==> src/rtl/wheel_encoder_reader_if.sv <==
// Encoder pins, clear request and decoded position/speed outputs
// for the left and right wheels.
interface wheel_encoder_reader_if #(
  parameter int POS_W = 16,
  parameter int SPD_W = 12
);
  logic                    ela, elb, era, erb;
  logic                    clr_pos;
  logic signed [POS_W-1:0] pos_l, pos_r;
  logic signed [SPD_W-1:0] spd_l, spd_r;
  logic                    spd_valid;
  logic                    dir_l, dir_r;
  logic                    err_l, err_r;

  modport master (
    output ela, elb, era, erb, clr_pos,
    input  pos_l, pos_r, spd_l, spd_r, spd_valid, dir_l, dir_r, err_l, err_r
  );

  modport slave (
    input  ela, elb, era, erb, clr_pos,
    output pos_l, pos_r, spd_l, spd_r, spd_valid, dir_l, dir_r, err_l, err_r
  );
endinterface

==> src/rtl/wheel_encoder_reader.sv <==
// Dual-wheel quadrature decoder: synchronise and debounce A/B pins, track
// signed position and direction, and report signed counts per gate window.
module wheel_encoder_reader #(
  parameter int WINDOW_CYCLES = 1200000,
  parameter int FILT          = 3,
  parameter int POS_W         = 16,
  parameter int SPD_W         = 12
) (
  input logic                   sysclk,
  input logic                   rst,
  wheel_encoder_reader_if.slave enc
);
  localparam int FCW = $clog2(FILT + 1);
  localparam int WCW = $clog2(WINDOW_CYCLES);
  localparam logic signed [SPD_W-1:0] SPD_MAX = {1'b0, {(SPD_W-1){1'b1}}};
  localparam logic signed [SPD_W-1:0] SPD_MIN = {1'b1, {(SPD_W-1){1'b0}}};

  logic [3:0]              raw, sync1, sync2, filt;
  logic [FCW-1:0]          fcnt [4];
  logic [1:0]              cur [2];
  logic [1:0]              prev [2];
  logic                    primed [2];
  logic signed [1:0]       step [2];
  logic                    ill [2];
  logic signed [POS_W-1:0] pos [2];
  logic                    dir [2];
  logic                    err [2];
  logic [WCW-1:0]          wcnt;
  logic                    terminal;
  logic signed [SPD_W-1:0] acc [2];
  logic signed [SPD_W-1:0] acc_next [2];
  logic signed [SPD_W-1:0] spd [2];
  logic                    spd_valid_q;

  assign raw    = {enc.erb, enc.era, enc.elb, enc.ela};
  assign cur[0] = {filt[0], filt[1]};
  assign cur[1] = {filt[2], filt[3]};

  function automatic logic [1:0] fwd_next(input logic [1:0] s);
    case (s)
      2'b00:   fwd_next = 2'b01;
      2'b01:   fwd_next = 2'b11;
      2'b11:   fwd_next = 2'b10;
      default: fwd_next = 2'b00;
    endcase
  endfunction

  // A filtered level flips only after FILT consecutive differing samples.
  always_ff @(posedge sysclk) begin
    if (!rst) begin
      sync1 <= '0;
      sync2 <= '0;
      filt  <= '0;
      for (int i = 0; i < 4; i++) fcnt[i] <= '0;
    end else begin
      sync1 <= raw;
      sync2 <= sync1;
      for (int i = 0; i < 4; i++) begin
        if (sync2[i] == filt[i]) begin
          fcnt[i] <= '0;
        end else if (fcnt[i] == FCW'(FILT - 1)) begin
          filt[i] <= sync2[i];
          fcnt[i] <= '0;
        end else begin
          fcnt[i] <= fcnt[i] + FCW'(1);
        end
      end
    end
  end

  always_comb begin
    for (int w = 0; w < 2; w++) begin
      step[w] = 2'sd0;
      ill[w]  = 1'b0;
      if (primed[w] && (cur[w] != prev[w])) begin
        if (cur[w] == fwd_next(prev[w]))      step[w] = 2'sd1;
        else if (prev[w] == fwd_next(cur[w])) step[w] = -2'sd1;
        else                                  ill[w]  = 1'b1;
      end
    end
  end

  // The first filtered change after reset only seeds prev, so a wheel
  // parked at a nonzero state is never mistaken for a jump.
  always_ff @(posedge sysclk) begin
    if (!rst) begin
      for (int w = 0; w < 2; w++) begin
        prev[w]   <= 2'b00;
        primed[w] <= 1'b0;
        pos[w]    <= '0;
        dir[w]    <= 1'b0;
        err[w]    <= 1'b0;
      end
    end else begin
      for (int w = 0; w < 2; w++) begin
        prev[w] <= cur[w];
        if (cur[w] != prev[w]) primed[w] <= 1'b1;
        if (enc.clr_pos) begin
          pos[w] <= '0;
          err[w] <= 1'b0;
        end else begin
          pos[w] <= pos[w] + POS_W'(step[w]);
          err[w] <= err[w] | ill[w];
        end
        if (step[w] == 2'sd1)       dir[w] <= 1'b1;
        else if (step[w] == -2'sd1) dir[w] <= 1'b0;
      end
    end
  end

  assign terminal = (wcnt == WCW'(WINDOW_CYCLES - 1));

  always_comb begin
    for (int w = 0; w < 2; w++) begin
      acc_next[w] = acc[w];
      if ((step[w] == 2'sd1) && (acc[w] != SPD_MAX))       acc_next[w] = acc[w] + SPD_W'(1);
      else if ((step[w] == -2'sd1) && (acc[w] != SPD_MIN)) acc_next[w] = acc[w] - SPD_W'(1);
    end
  end

  // The terminal cycle's own step is folded into the reported window.
  always_ff @(posedge sysclk) begin
    if (!rst) begin
      wcnt        <= '0;
      spd_valid_q <= 1'b0;
      for (int w = 0; w < 2; w++) begin
        acc[w] <= '0;
        spd[w] <= '0;
      end
    end else begin
      spd_valid_q <= terminal;
      wcnt        <= terminal ? '0 : wcnt + WCW'(1);
      for (int w = 0; w < 2; w++) begin
        if (terminal) begin
          spd[w] <= acc_next[w];
          acc[w] <= '0;
        end else begin
          acc[w] <= acc_next[w];
        end
      end
    end
  end

  assign enc.pos_l     = pos[0];
  assign enc.pos_r     = pos[1];
  assign enc.dir_l     = dir[0];
  assign enc.dir_r     = dir[1];
  assign enc.err_l     = err[0];
  assign enc.err_r     = err[1];
  assign enc.spd_l     = spd[0];
  assign enc.spd_r     = spd[1];
  assign enc.spd_valid = spd_valid_q;
endmodule
==> src/flat_wrapper.sv <==
// flat-port wrapper written by rule: the top's interface ports become plain ports
module wheel_encoder_reader_flat 
#(
  parameter int WINDOW_CYCLES = 1200000,
  parameter int FILT          = 3,
  parameter int POS_W         = 16,
  parameter int SPD_W         = 12
)
  (sysclk, rst, enc_ela, enc_elb, enc_era, enc_erb, enc_clr_pos, enc_pos_l, enc_pos_r, enc_spd_l, enc_spd_r, enc_spd_valid, enc_dir_l, enc_dir_r, enc_err_l, enc_err_r);
  wheel_encoder_reader_if #(.POS_W(POS_W), .SPD_W(SPD_W)) enc_i ();
  input logic sysclk;
  input logic rst;
  input wire logic [$bits(enc_i.ela)-1:0] enc_ela;
  input wire logic [$bits(enc_i.elb)-1:0] enc_elb;
  input wire logic [$bits(enc_i.era)-1:0] enc_era;
  input wire logic [$bits(enc_i.erb)-1:0] enc_erb;
  input wire logic [$bits(enc_i.clr_pos)-1:0] enc_clr_pos;
  output wire logic [$bits(enc_i.pos_l)-1:0] enc_pos_l;
  output wire logic [$bits(enc_i.pos_r)-1:0] enc_pos_r;
  output wire logic [$bits(enc_i.spd_l)-1:0] enc_spd_l;
  output wire logic [$bits(enc_i.spd_r)-1:0] enc_spd_r;
  output wire logic [$bits(enc_i.spd_valid)-1:0] enc_spd_valid;
  output wire logic [$bits(enc_i.dir_l)-1:0] enc_dir_l;
  output wire logic [$bits(enc_i.dir_r)-1:0] enc_dir_r;
  output wire logic [$bits(enc_i.err_l)-1:0] enc_err_l;
  output wire logic [$bits(enc_i.err_r)-1:0] enc_err_r;
  assign enc_i.ela = enc_ela;
  assign enc_i.elb = enc_elb;
  assign enc_i.era = enc_era;
  assign enc_i.erb = enc_erb;
  assign enc_i.clr_pos = enc_clr_pos;
  assign enc_pos_l = enc_i.pos_l;
  assign enc_pos_r = enc_i.pos_r;
  assign enc_spd_l = enc_i.spd_l;
  assign enc_spd_r = enc_i.spd_r;
  assign enc_spd_valid = enc_i.spd_valid;
  assign enc_dir_l = enc_i.dir_l;
  assign enc_dir_r = enc_i.dir_r;
  assign enc_err_l = enc_i.err_l;
  assign enc_err_r = enc_i.err_r;
  wheel_encoder_reader #(.WINDOW_CYCLES(WINDOW_CYCLES), .FILT(FILT), .POS_W(POS_W), .SPD_W(SPD_W)) u_core (.sysclk(sysclk), .rst(rst), .enc(enc_i));
endmodule
==> config.mk <==
export PLATFORM = sky130hd
export DESIGN_NAME = wheel_encoder_reader_flat
export DESIGN_NICKNAME = d
export VERILOG_FILES = /design/src/rtl/wheel_encoder_reader_if.sv /design/src/rtl/wheel_encoder_reader.sv /design/src/flat_wrapper.sv
export SDC_FILE = /design/constraint.sdc
export NUM_CORES = 1
export LEC_CHECK = 0
export ABC_AREA = 0
export BUFFER_PORTS_ARGS = -buffer_cell sky130_fd_sc_hd__buf_2
export CORE_ASPECT_RATIO = 0.75
export CORE_MARGIN = 2
export CORE_UTILIZATION = 30
export DETAILED_ROUTE_END_ITERATION = 8
export SLEW_MARGIN = 30
export SYNTH_ARGS = -nofsm -noshare
export SYNTH_HDL_FRONTEND = slang
export SYNTH_SLANG_ARGS = --single-unit
==> constraint.sdc <==
create_clock -name sysclk -period 3.3 [get_ports sysclk]
set_clock_uncertainty 0.15 [all_clocks]
set_input_delay 0.495 -clock sysclk [delete_from_list [all_inputs] [get_ports sysclk]]
set_output_delay 0.495 -clock sysclk [all_outputs]
set_load 0.01 [all_outputs]
Yosys cells after proc, flatten, opt, wreduce, memory -nomap -nowiden
Memories as Yosys holds them, arrays and structs flattened.
Cells that the tools add are included.
{ "classes": {"muxes": 138, "bitwise": 41, "reduce_logical": 15, "n_eq_ne": 31, "add_sub_neg": 11} }
{ "ops": {"columns": ["operator", "n"], "rows": [
  ["12-bit two-way mux", 10],
  ["1-bit two-way mux", 94],
  ["16-bit two-way mux", 4],
  ["2-bit two-way mux", 26],
  ["12-bit != test (second input constant)", 4],
  ["1-bit OR", 36],
  ["16-bit by 2-bit adder with 16-bit output", 2],
  ["12-bit by 2-bit adder with 12-bit output (second input constant)", 2],
  ["2-bit one-hot mux with 3 select lines", 4],
  ["12-bit by 2-bit subtractor with 12-bit output (second input constant)", 2],
  ["21-bit by 1-bit adder with 21-bit output (second input constant)", 1],
  ["21-bit == test (second input constant)", 1],
  ["2-bit == test (second input constant)", 10],
  ["2-bit by 1-bit == test with 1-bit output (second input constant)", 6],
  ["2-bit by 1-bit adder with 2-bit output (second input constant)", 4],
  ["2-bit == test", 4],
  ["2-bit zero test", 4],
  ["2-bit AND reduction", 4],
  ["1-bit logical AND", 6],
  ["1-bit inverter", 5],
  ["1-bit == test", 4],
  ["2-bit != test", 2],
  ["2-bit OR reduction", 1]
]} }
{ "word_totals": {"reg_bits": 34, "word_cells": 252, "mem_count": 8, "out_inout_bits": 61, "ramBits": 98, "in_bits": 7} }
{ "mem_list": {"columns": ["name", "depth", "word_bits", "rd", "rd_ports_with_merged_regs", "wr", "line_no", "rtl"], "rows": [
  ["u_core.pos", 2, 16, 2, 0, 2, "wheel_encoder_reader.sv:25", "logic signed [POS_W-1:0] pos [2];"],
  ["u_core.acc", 2, 12, 2, 0, 2, "wheel_encoder_reader.sv:30", "logic signed [SPD_W-1:0] acc [2];"],
  ["u_core.spd", 2, 12, 2, 0, 2, "wheel_encoder_reader.sv:32", "logic signed [SPD_W-1:0] spd [2];"],
  ["u_core.fcnt", 4, 2, 4, 0, 4, "wheel_encoder_reader.sv:19", "logic [FCW-1:0] fcnt [4];"],
  ["u_core.prev", 2, 2, 2, 0, 2, "wheel_encoder_reader.sv:21", "logic [1:0] prev [2];"],
  ["u_core.dir", 2, 1, 2, 0, 2, "wheel_encoder_reader.sv:26", "logic dir [2];"],
  ["+2 memories", null, null, null, null, null, null, null]
]} }

Longest topological paths before layout
Gate-level depths: netlist of run 1.
{ "depth": {"word_depth": 16, "ltp_mapped": 14, "depth_no_buf": 11} }

Least setup slack after synthesis of run 1
OpenSTA, ideal clock, no wires.
{ "synth_path": {"path_kind": "register to register", "from": "register u_core.filt[0]", "to": "memory u_core.pos[0][14] (data pin)", "path_stages_with_launch": 14, "t_arrival_ns": 2.547, "setup_ns": 0.266, "required_ns": 2.884, "period_less_slack_ns": 2.962, "path_slack_ns": 0.338, "cell_sequence": "dfxtp_1 buf_2 xor2_1 nand3_1 clkbuf_1 nand2_1 ha_1 ha_1 nor2_1 a2111oi_0 o22ai_2 mux2i_1 xnor2_1 nor2_1"} }
{ "synth_lines": {"columns": ["item", "line_no", "rtl"], "rows": [
  ["start: declaration", "wheel_encoder_reader.sv:18", "logic [3:0] raw, sync1, sync2, filt;"],
  ["start signal: indexed assignment", "wheel_encoder_reader.sv:62", "filt[i] <= sync2[i];"],
  ["end: declaration", "wheel_encoder_reader.sv:25", null]
]} }

==> impl_metrics.yaml, run 1 <==
detailed_routing:
  wire_per_inst_um: 13.1
  firstDrtPassIters: 5
  dr_total_vias: 5463
  drt_iter0_drc: 519
  drc: 0
  antenna_left: 0
  vias_per_cell: 4.76
  wirelength_mm: 15.1
timing:
  worst_slack_ns: 0.286
  fmax_mhz: 332
  fin_crit_ns: 3.01
  hold_viol: 0
  tightest_slew_ns: 0.621
  final_max_slew_viol_count: 0
  finalCritPeriodShare: 0.913
  finalSetupViolations: 0
  slew_headroom: 0.575
cells_and_area:
  layout-drive-gt1-share: 0.133
  diodes: 0
  num-fill-cells: 2305
  utilization: 0.370
  final_area_um2: 8460
  fin_nets: 857
  syn_to_final_growth_pct: 21.8
logic_synthesis:
  syn_avg_cell_area_um2: 9.86
  ys_types: 51
  syn_inst: 704
  ys_ff_latch: 132
  seq_area_frac_synth: 0.515
  syn-cell-area_um2: 6940
  synth_enable_flop_cells: 93
  yosys_warnings: 0
  async_flop_share: 0
  synth_top_flop_cell: "edfxtp_1"
worst_setup_path:
  path_cells: "xor2_1 -> nand3_1 -> nand2_1 -> ha_1 -> ha_1 -> nor2_1 -> a2111oi_1 -> o22ai_2 -> mux2i_1 -> xnor2_1 -> nor2_1"
  critical_path_arrival_ns: 3.02
  path_class: "register to register"
  endpoint_kind: "register"
  path_max_fanout: 6
  required_ns: 3.31
  slowest_delay_ns: 0.47
  slowest_stage: "dfxtp_1"
  startpoint_type: "register"
floorplan:
  start_util: 0.303
  ios: 68
  die_h_um: 136
  die_area_um2: 24400
  rows: 48
  die_w_um: 180
  core_area_um2: 22900
clocking:
  clock_latency_ns: 0.43
  numCtsBuffers: 17
  clk_pin_slew_ns: 0.06
  ctsHoldBuffers: 0
  cts_max_level: 4
  cts_tree: "built"
  clockBufferDepth: 2
  post_cts_buffers: 0
  post_cts_resized: 0
  clock-root-buffer: "clkbuf_16"
  cts.sinks: 132
pwr:
  power_density_nw_per_um2: 477
  power.leakage_nw: 3.27
  vdd_drop_max_v: 0.000362
  power_mw: 4.04
global_route:
  grt_max_degree: 67
  grt_pass1_vias: 4905
  grt.total_usage: 0.126
  overflow: 0
  grt_pass1_wl_mm: 24.6
  antenna_found_initial: 1
run_status:
  status: "complete, no violations"
placed_design:
  dp.final_hpwl_mm: 10.8
  dpl_cell_area_um2: 7870
  post-place-ws_ns: 0.235
  io_buffers: 67
  place_congestion: 0.892
job:
  drv_cap: 0
hold_path:
  hold_path_class: "input port to register"
==> Yosys cell counts (3+ instances only) <==
| cell | number | area (µm²) |
|---|---|---|
| a2111oi_0 | 3 | 26.3 |
| a211oi_1 | 3 | 22.5 |
| a21oi_1 | 13 | 65.1 |
| a31oi_1 | 15 | 93.8 |
| a32oi_1 | 5 | 43.8 |
| and2_1 | 26 | 163 |
| and3_1 | 12 | 75.1 |
| and4_1 | 7 | 61.3 |
| buf_2 | 6 | 30.0 |
| clkbuf_1 | 25 | 93.8 |
| dfxtp_1 | 39 | 781 |
| edfxtp_1 | 93 | 2790 |
| ha_1 | 15 | 188 |
| inv_1 | 17 | 63.8 |
| mux2i_1 | 10 | 100 |
| nand2_1 | 45 | 169 |
| nand3_1 | 22 | 110 |
| nand4_1 | 19 | 119 |
| nor2_1 | 129 | 484 |
| nor2b_1 | 3 | 18.8 |
| nor3_1 | 32 | 160 |
| nor4_1 | 13 | 81.3 |
| o21ai_0 | 8 | 40.0 |
| o21ai_1 | 5 | 25.0 |
| o22ai_1 | 6 | 37.5 |
| o31ai_1 | 3 | 22.5 |
| o32ai_1 | 4 | 35.0 |
| or2_1 | 3 | 18.8 |
| or3_1 | 16 | 100 |
| or4_1 | 5 | 37.5 |
| xnor2_1 | 37 | 324 |
| xor2_1 | 42 | 368 |
==> cell usage in the layout (no fill, tap or decap), drive strengths merged, types with 22 or more instances in the layout <==
master / n
nor2: 129
edfxtp: 93
buf: 79
conb: 66
nand2: 45
xor2: 42
dfxtp: 39
xnor2: 37
nor3: 33
and2: 26
clkbuf: 23
nand3: 22
==> through the flow <==
step	TNS [ns]	hold slack, ns	std cells
global route	-0.0486	0.139	1148
floorplan	0	0.262	769
finish	0	0.140	1148
CTS	0	0.125	1148
detailed placement	0	0.273	1116
global placement	0	0.268	1116
==> path summary, 6_finish.rpt <==
check                                   start                         endpoint  slack, ns  cells past startpoint
setup / recovery  u_core.filt[1]$_SDFFE_PN0P_  u_core.pos[0][14]$_SDFFCE_PN0P_       0.29                     11
hold / removal                        enc_era       u_core.sync1[2]$_SDFF_PN0_       0.14                      2
setup reg to reg  u_core.filt[1]$_SDFFE_PN0P_  u_core.pos[0][14]$_SDFFCE_PN0P_       0.29                     11
hold reg to reg    u_core.sync1[0]$_SDFF_PN0_       u_core.sync2[0]$_SDFF_PN0_       0.28                      1
==> routing by layer <==
layer,global-route usage,part of all wire,up-vias
li1,-,-,2735
met4,0.0343,0.0092,0
met1,0.181,0.51,2563
met3,0.0398,0.062,14
met5,0,0,-
met2,0.180,0.41,151
==> kinds of logic after synthesis <==
kind of cell,count (synthesis),synth area share
flops,132,0.515
buf+inv,49,0.0276
mux,10,0.0144
fa+ha+maj,15,0.0270
simple gates,342,0.243
xor+xnor,79,0.0997
compound gates,76,0.0732
other cells,1,0.000540
==> registers in the layout (all words and copies together), names as in the netlist, 4 cells and up <==
| signal | count |
|---|---|
| u_core.acc | 24 |
| u_core.fcnt | 8 |
| u_core.filt | 4 |
| u_core.pos | 32 |
| u_core.prev | 4 |
| u_core.spd | 24 |
| u_core.sync1 | 4 |
| u_core.sync2 | 4 |
| u_core.wcnt | 21 |
==> area by class of cell <==
| cell class | instances | area [µm²] | share of cell area |
|---|---|---|---|
| Clock buffer | 23 | 512 | 0.0605 |
| Inverter | 17 | 63.8 | 0.00755 |
| Multi-Input combinational cell | 588 | 3420 | 0.405 |
| Timing Repair Buffer | 79 | 438 | 0.0518 |
| Clock inverter | 9 | 71.3 | 0.00843 |
| Tap cell | 300 | 375 | 0.0444 |
| Sequential cell | 132 | 3570 | 0.423 |
==> report_power, final <==
part	switching (mW)	total [mW]	internal, mW
Clock	0.703	1.86	1.16
Sequential	0.0790	1.92	1.85
Combinational	0.150	0.248	0.0977
Total	0.932	4.04	3.10
==> critical path: cells and delay by family, from the launching register on <==
| kind | cells | cell delay [ns] |
|---|---|---|
| DFF | 1 | 0.47 |
| and+or+nand+nor | 4 | 0.37 |
| xor gates and xnor gates | 2 | 0.46 |
| muxes | 1 | 0.20 |
| adders and majority gates | 2 | 0.48 |
| AOI/OAI and AO/OA | 2 | 0.63 |
Power figures use the tool's default switching activity.
==> inputs of run 2 (changes only) <==
- BUFFER_PORTS_ARGS: -buffer_cell sky130_fd_sc_hd__buf_2 -> -buffer_cell sky130_fd_sc_hd__buf_4
==> run 2 against run 1 <==
Maximum frequency down 0.12%. Clock power about the same. Combinational power up 8.1%. Critical path depth unchanged. Sequential power about the same. Sequential cell count unchanged. Total power up 0.27%. Die area unchanged. Final area up 2.3%. Hold slack worse by 0.0043 ns. Register-to-register slack about the same. Critical path type unchanged. Highest routed layer unchanged.
==> impl_metrics.yaml, run 2 (synthesis results as in run 1) <==
run_status:
  status: "complete, no violations"
clocking:
  clock-root-buffer: "clkbuf_16"
  post_cts_buffers: 0
  cts_max_level: 4
  clockBufferDepth: 2
  clock_latency_ns: 0.42
  post_cts_resized: 0
  cts_tree: "built"
  clk_pin_slew_ns: 0.06
  numCtsBuffers: 17
  ctsHoldBuffers: 0
  cts.sinks: 132
worst_setup_path:
  required_ns: 3.30
  slowest_delay_ns: 0.47
  startpoint_type: "register"
  path_class: "register to register"
  path_cells: "xor2_1 -> nand3_1 -> nand2_1 -> ha_1 -> ha_1 -> nor2_1 -> a2111oi_1 -> o22ai_2 -> mux2i_1 -> xnor2_1 -> nor2_1"
  path_max_fanout: 6
  endpoint_kind: "register"
  critical_path_arrival_ns: 3.02
  slowest_stage: "a2111oi_1"
timing:
  rsz0062_at_grt: "no"
  setup_tns_ns: 0
  finalCritPeriodShare: 0.914
  slew_headroom: 0.587
  finalSetupViolations: 0
  fin_crit_ns: 3.02
  fmax_mhz: 331
  tightest_slew_ns: 0.604
  hold_viol: 0
  final_max_slew_viol_count: 0
cells_and_area:
  diodes: 0
  utilization: 0.378
  syn_to_final_growth_pct: 24.6
  mostFrequentLayoutCell: "nor2_1"
  largest_reg_flops: 32
  final_cell_mix: "nor2_1, edfxtp_1, buf_4, conb_1, nand2_1"
  fin_nets: 860
  top_regs: "u_core.pos (32), u_core.acc (24), u_core.spd (24)"
  largest_register: "u_core.pos"
  layout-drive-gt1-share: 0.140
floorplan:
  core_area_um2: 22900
  die_h_um: 136
  die_area_um2: 24400
  die_w_um: 180
  ios: 68
  start_util: 0.303
  rows: 48
global_route:
  grt_max_degree: 39
  grt.total_usage: 0.126
  grt_pass1_vias: 4938
  antenna_found_initial: 0
  grt_pass1_wl_mm: 24.6
  overflow: 0
hold_path:
  hold_path_class: "input port to register"
detailed_routing:
  firstDrtPassIters: 6
  vias_per_cell: 4.66
  drt_iter0_drc: 490
  antenna_left: 0
  dr_total_vias: 5361
  wire_per_inst_um: 13.0
  wirelength_mm: 15.0
  drc: 0
pwr:
  power.leakage_nw: 3.32
  power_density_nw_per_um2: 468
  vdd_drop_max_v: 0.000343
  power_mw: 4.05
job:
  drv_cap: 0
placed_design:
  place_congestion: 0.860
  io_buffers: 67
  dp.final_hpwl_mm: 10.9
run 2: through the flow:
step,hold WS (ns),worst slack (ns),std cells,area [µm²]
floorplan,0.262,0.338,769,7180
global placement,0.267,0.329,1119,8060
detailed placement,0.269,0.253,1119,8060
CTS,0.117,0.241,1151,8650
global route,0.114,0.00375,1151,8650
finish,0.136,0.282,1151,8650
run 2: path summary, 6_finish.rpt:
kind / start / end / slack, ns / cells after the start
max reg2reg: u_core.filt[1]$_SDFFE_PN0P_ / u_core.pos[0][14]$_SDFFCE_PN0P_ / 0.28 / 11
max: u_core.filt[1]$_SDFFE_PN0P_ / u_core.pos[0][14]$_SDFFCE_PN0P_ / 0.28 / 11
min: enc_era / u_core.sync1[2]$_SDFF_PN0_ / 0.14 / 2
min reg2reg: u_core.sync1[1]$_SDFF_PN0_ / u_core.sync2[1]$_SDFF_PN0_ / 0.28 / 1
run 2: metal layers:
layer  track usage  wire [µm]  up-vias
met1         0.178       7800     2461
met3        0.0473        929       13
li1              -          -     2753
met2         0.179       6100      134
met5             0          0        -
met4        0.0352        172        0
run 2: final cells by class:
cell class / instances / area [µm²]
fill: 2278 / 14200
sequential: 132 / 3570
multi-input combinational: 588 / 3420
timing repair buffer: 82 / 628
clock buffer: 22 / 494
tap: 300 / 375
clock inverter: 10 / 90.1
inverter: 17 / 63.8
run 2: power breakdown:
part           internal [mW]  switching (mW)  total [mW]  leakage [nW]
combinational          0.117           0.151       0.268          1.75
sequential              1.85          0.0802        1.93          1.28
clock                   1.14           0.715        1.85         0.294
run 2: critical path, delay by kind of cell, from the launching register on:
kind | cells | cell delay (ns)
muxes | 1 | 0.20
xor gates and xnor gates | 2 | 0.45
adders and majority gates | 2 | 0.49
DFF | 1 | 0.46
and+or+nand+nor | 4 | 0.37
AOI/OAI and AO/OA | 2 | 0.62
==> inputs of run 3 (changes only) <==
- REMOVE_ABC_BUFFERS: not set -> 1
==> run 3 against run 2 <==
Maximum frequency increased by 2.0%. Sequential power about the same. Critical endpoint unchanged. Final area decreased by 0.23%. Sequential share of layout area increased by 0.096 points. Sequential cell count unchanged. Routed wire length decreased by 0.59%. Register-to-register slack improved by 0.06 ns. Largest power group unchanged. Critical path depth unchanged.
==> impl_metrics.yaml, run 3 (synthesis results as in run 1) <==
placed_design:
  io_buffers: 67
  place_congestion: 0.850
  dp.final_hpwl_mm: 10.7
  dpl_cell_area_um2: 8040
  dp_cells: 1117
worst_setup_path:
  path_max_fanout: 6
  critical_path_arrival_ns: 2.96
  critPathTopFamily: "compound AO/OA/AOI/OAI gates"
  crit_buf_inv: 0
  required_ns: 3.30
  path_class: "register to register"
  startpoint_type: "register"
  reg2reg_from: "u_core.filt[1]$_SDFFE_PN0P_"
  endpoint_kind: "register"
  rrSetupSlack_ns: 0.34
  path_cells: "xor2_1 -> nand3_1 -> nand2_1 -> ha_1 -> ha_1 -> nor2_1 -> a2111oi_1 -> o22ai_2 -> mux2i_1 -> xnor2_1 -> nor2_1"
  worstRegToRegCells: 11
  slowest_delay_ns: 0.47
  slowest_stage: "a2111oi_1"
  worstReg2RegEnd: "u_core.pos[0][14]$_SDFFCE_PN0P_"
global_route:
  grt.total_usage: 0.126
  grt_pass1_wl_mm: 24.7
  grt_max_degree: 43
  antenna_found_initial: 0
  overflow: 0
  grt_pass1_vias: 4889
clocking:
  numCtsBuffers: 17
  cts.sinks: 132
  clock-root-buffer: "clkbuf_16"
  cts_max_level: 4
  clock_latency_ns: 0.42
  cts_tree: "built"
  clk_pin_slew_ns: 0.06
  clockBufferDepth: 2
  post_cts_buffers: 0
pwr:
  power_density_nw_per_um2: 475
  power.leakage_nw: 3.30
  power_mw: 4.10
  vdd_drop_max_v: 0.000366
timing:
  slew_headroom: 0.540
  final_max_slew_viol_count: 0
  hold_viol: 0
  fmax_mhz: 338
  setup_tns_ns: 0
  rsz0062_at_grt: "no"
  tightest_slew_ns: 0.673
  finalCritPeriodShare: 0.897
  fin_crit_ns: 2.96
  finalSetupViolations: 0
floorplan:
  die_area_um2: 24400
  ios: 68
  core_area_um2: 22900
  die_w_um: 180
  start_util: 0.303
  rows: 48
  die_h_um: 136
cells_and_area:
  final_area_um2: 8630
  diodes: 0
  fin_nets: 858
  final_cell_mix: "nor2_1, edfxtp_1, buf_4, conb_1, nand2_1"
  top_regs: "u_core.pos (32), u_core.acc (24), u_core.spd (24)"
  syn_to_final_growth_pct: 24.3
  layout-drive-gt1-share: 0.135
  largest_register: "u_core.pos"
  largest_reg_flops: 32
  mostFrequentLayoutCell: "nor2_1"
  utilization: 0.377
  finalNonFillerCells: 1149
job:
  drv_cap: 0
detailed_routing:
  wirelength_mm: 14.9
  wire_per_inst_um: 13.0
  dr_total_vias: 5382
  wl_met1_mm: 7.84
  antenna_left: 0
  drt_iter0_drc: 412
  vias_per_cell: 4.68
  met3_wirelength_um: 734
  drc: 0
  top_layer_used: "met4"
  firstDrtPassIters: 5
  routed-wl-met2_mm: 6.10
run_status:
  status: "complete, no violations"
hold_path:
  hold_path_class: "input port to register"
  min_from: "enc_elb"
  min_to: "u_core.sync1[1]$_SDFF_PN0_"
  worstHoldPathCells: 2
## run 3: power breakdown
part	internal (mW)	leakage (nW)	switching, mW
registers	1.85	1.28	0.0805
clock network	1.19	0.283	0.723
logic	0.114	1.73	0.147
## run 3: worst max path at each step
stage / start / end / slack (ns) / depth (start not counted)
floorplan: u_core.filt[0]$_SDFFE_PN0P_ / u_core.pos[0][14]$_SDFFCE_PN0P_ / 0.16 / 11
global placement: u_core.filt[0]$_SDFFE_PN0P_ / u_core.pos[0][14]$_SDFFCE_PN0P_ / 0.42 / 11
detailed placement: u_core.filt[1]$_SDFFE_PN0P_ / u_core.pos[0][14]$_SDFFCE_PN0P_ / 0.32 / 11
CTS: u_core.filt[1]$_SDFFE_PN0P_ / u_core.pos[0][14]$_SDFFCE_PN0P_ / 0.30 / 11
global route: u_core.filt[0]$_SDFFE_PN0P_ / u_core.pos[0][14]$_SDFFCE_PN0P_ / 0.03 / 11
finish: u_core.filt[1]$_SDFFE_PN0P_ / u_core.pos[0][14]$_SDFFCE_PN0P_ / 0.34 / 11
## run 3: final cells by class
cell class                 instances  area, µm²
tap                              300        375
multi-input combinational        588       3420
inverter                          17       63.8
sequential                       132       3570
clock buffer                      19        433
fill                            2279      14300
timing repair buffer              80        601
clock inverter                    13        159
## run 3: metrics by stage
stage,worst slack [ns],hold slack (ns)
2_1_floorplan,0.157,0.262
3_3_place_gp,0.423,0.267
3_5_place_dp,0.322,0.273
4_1_cts,0.303,0.111
5_1_grt,0.0306,0.120
6_report,0.340,0.135
## run 3: timing repair
item                                   CTS  global route
hold buffers                             0             0
setup endpoints to repair                0             1
endpoints found under the hold margin    0             0
gates resized for setup                  0             1
## run 3: routing by layer
layer / up-vias / global-route usage
li1: 2728 / -
met5: - / 0
met4: 0 / 0.0501
met2: 122 / 0.177
met1: 2514 / 0.182
met3: 18 / 0.0352
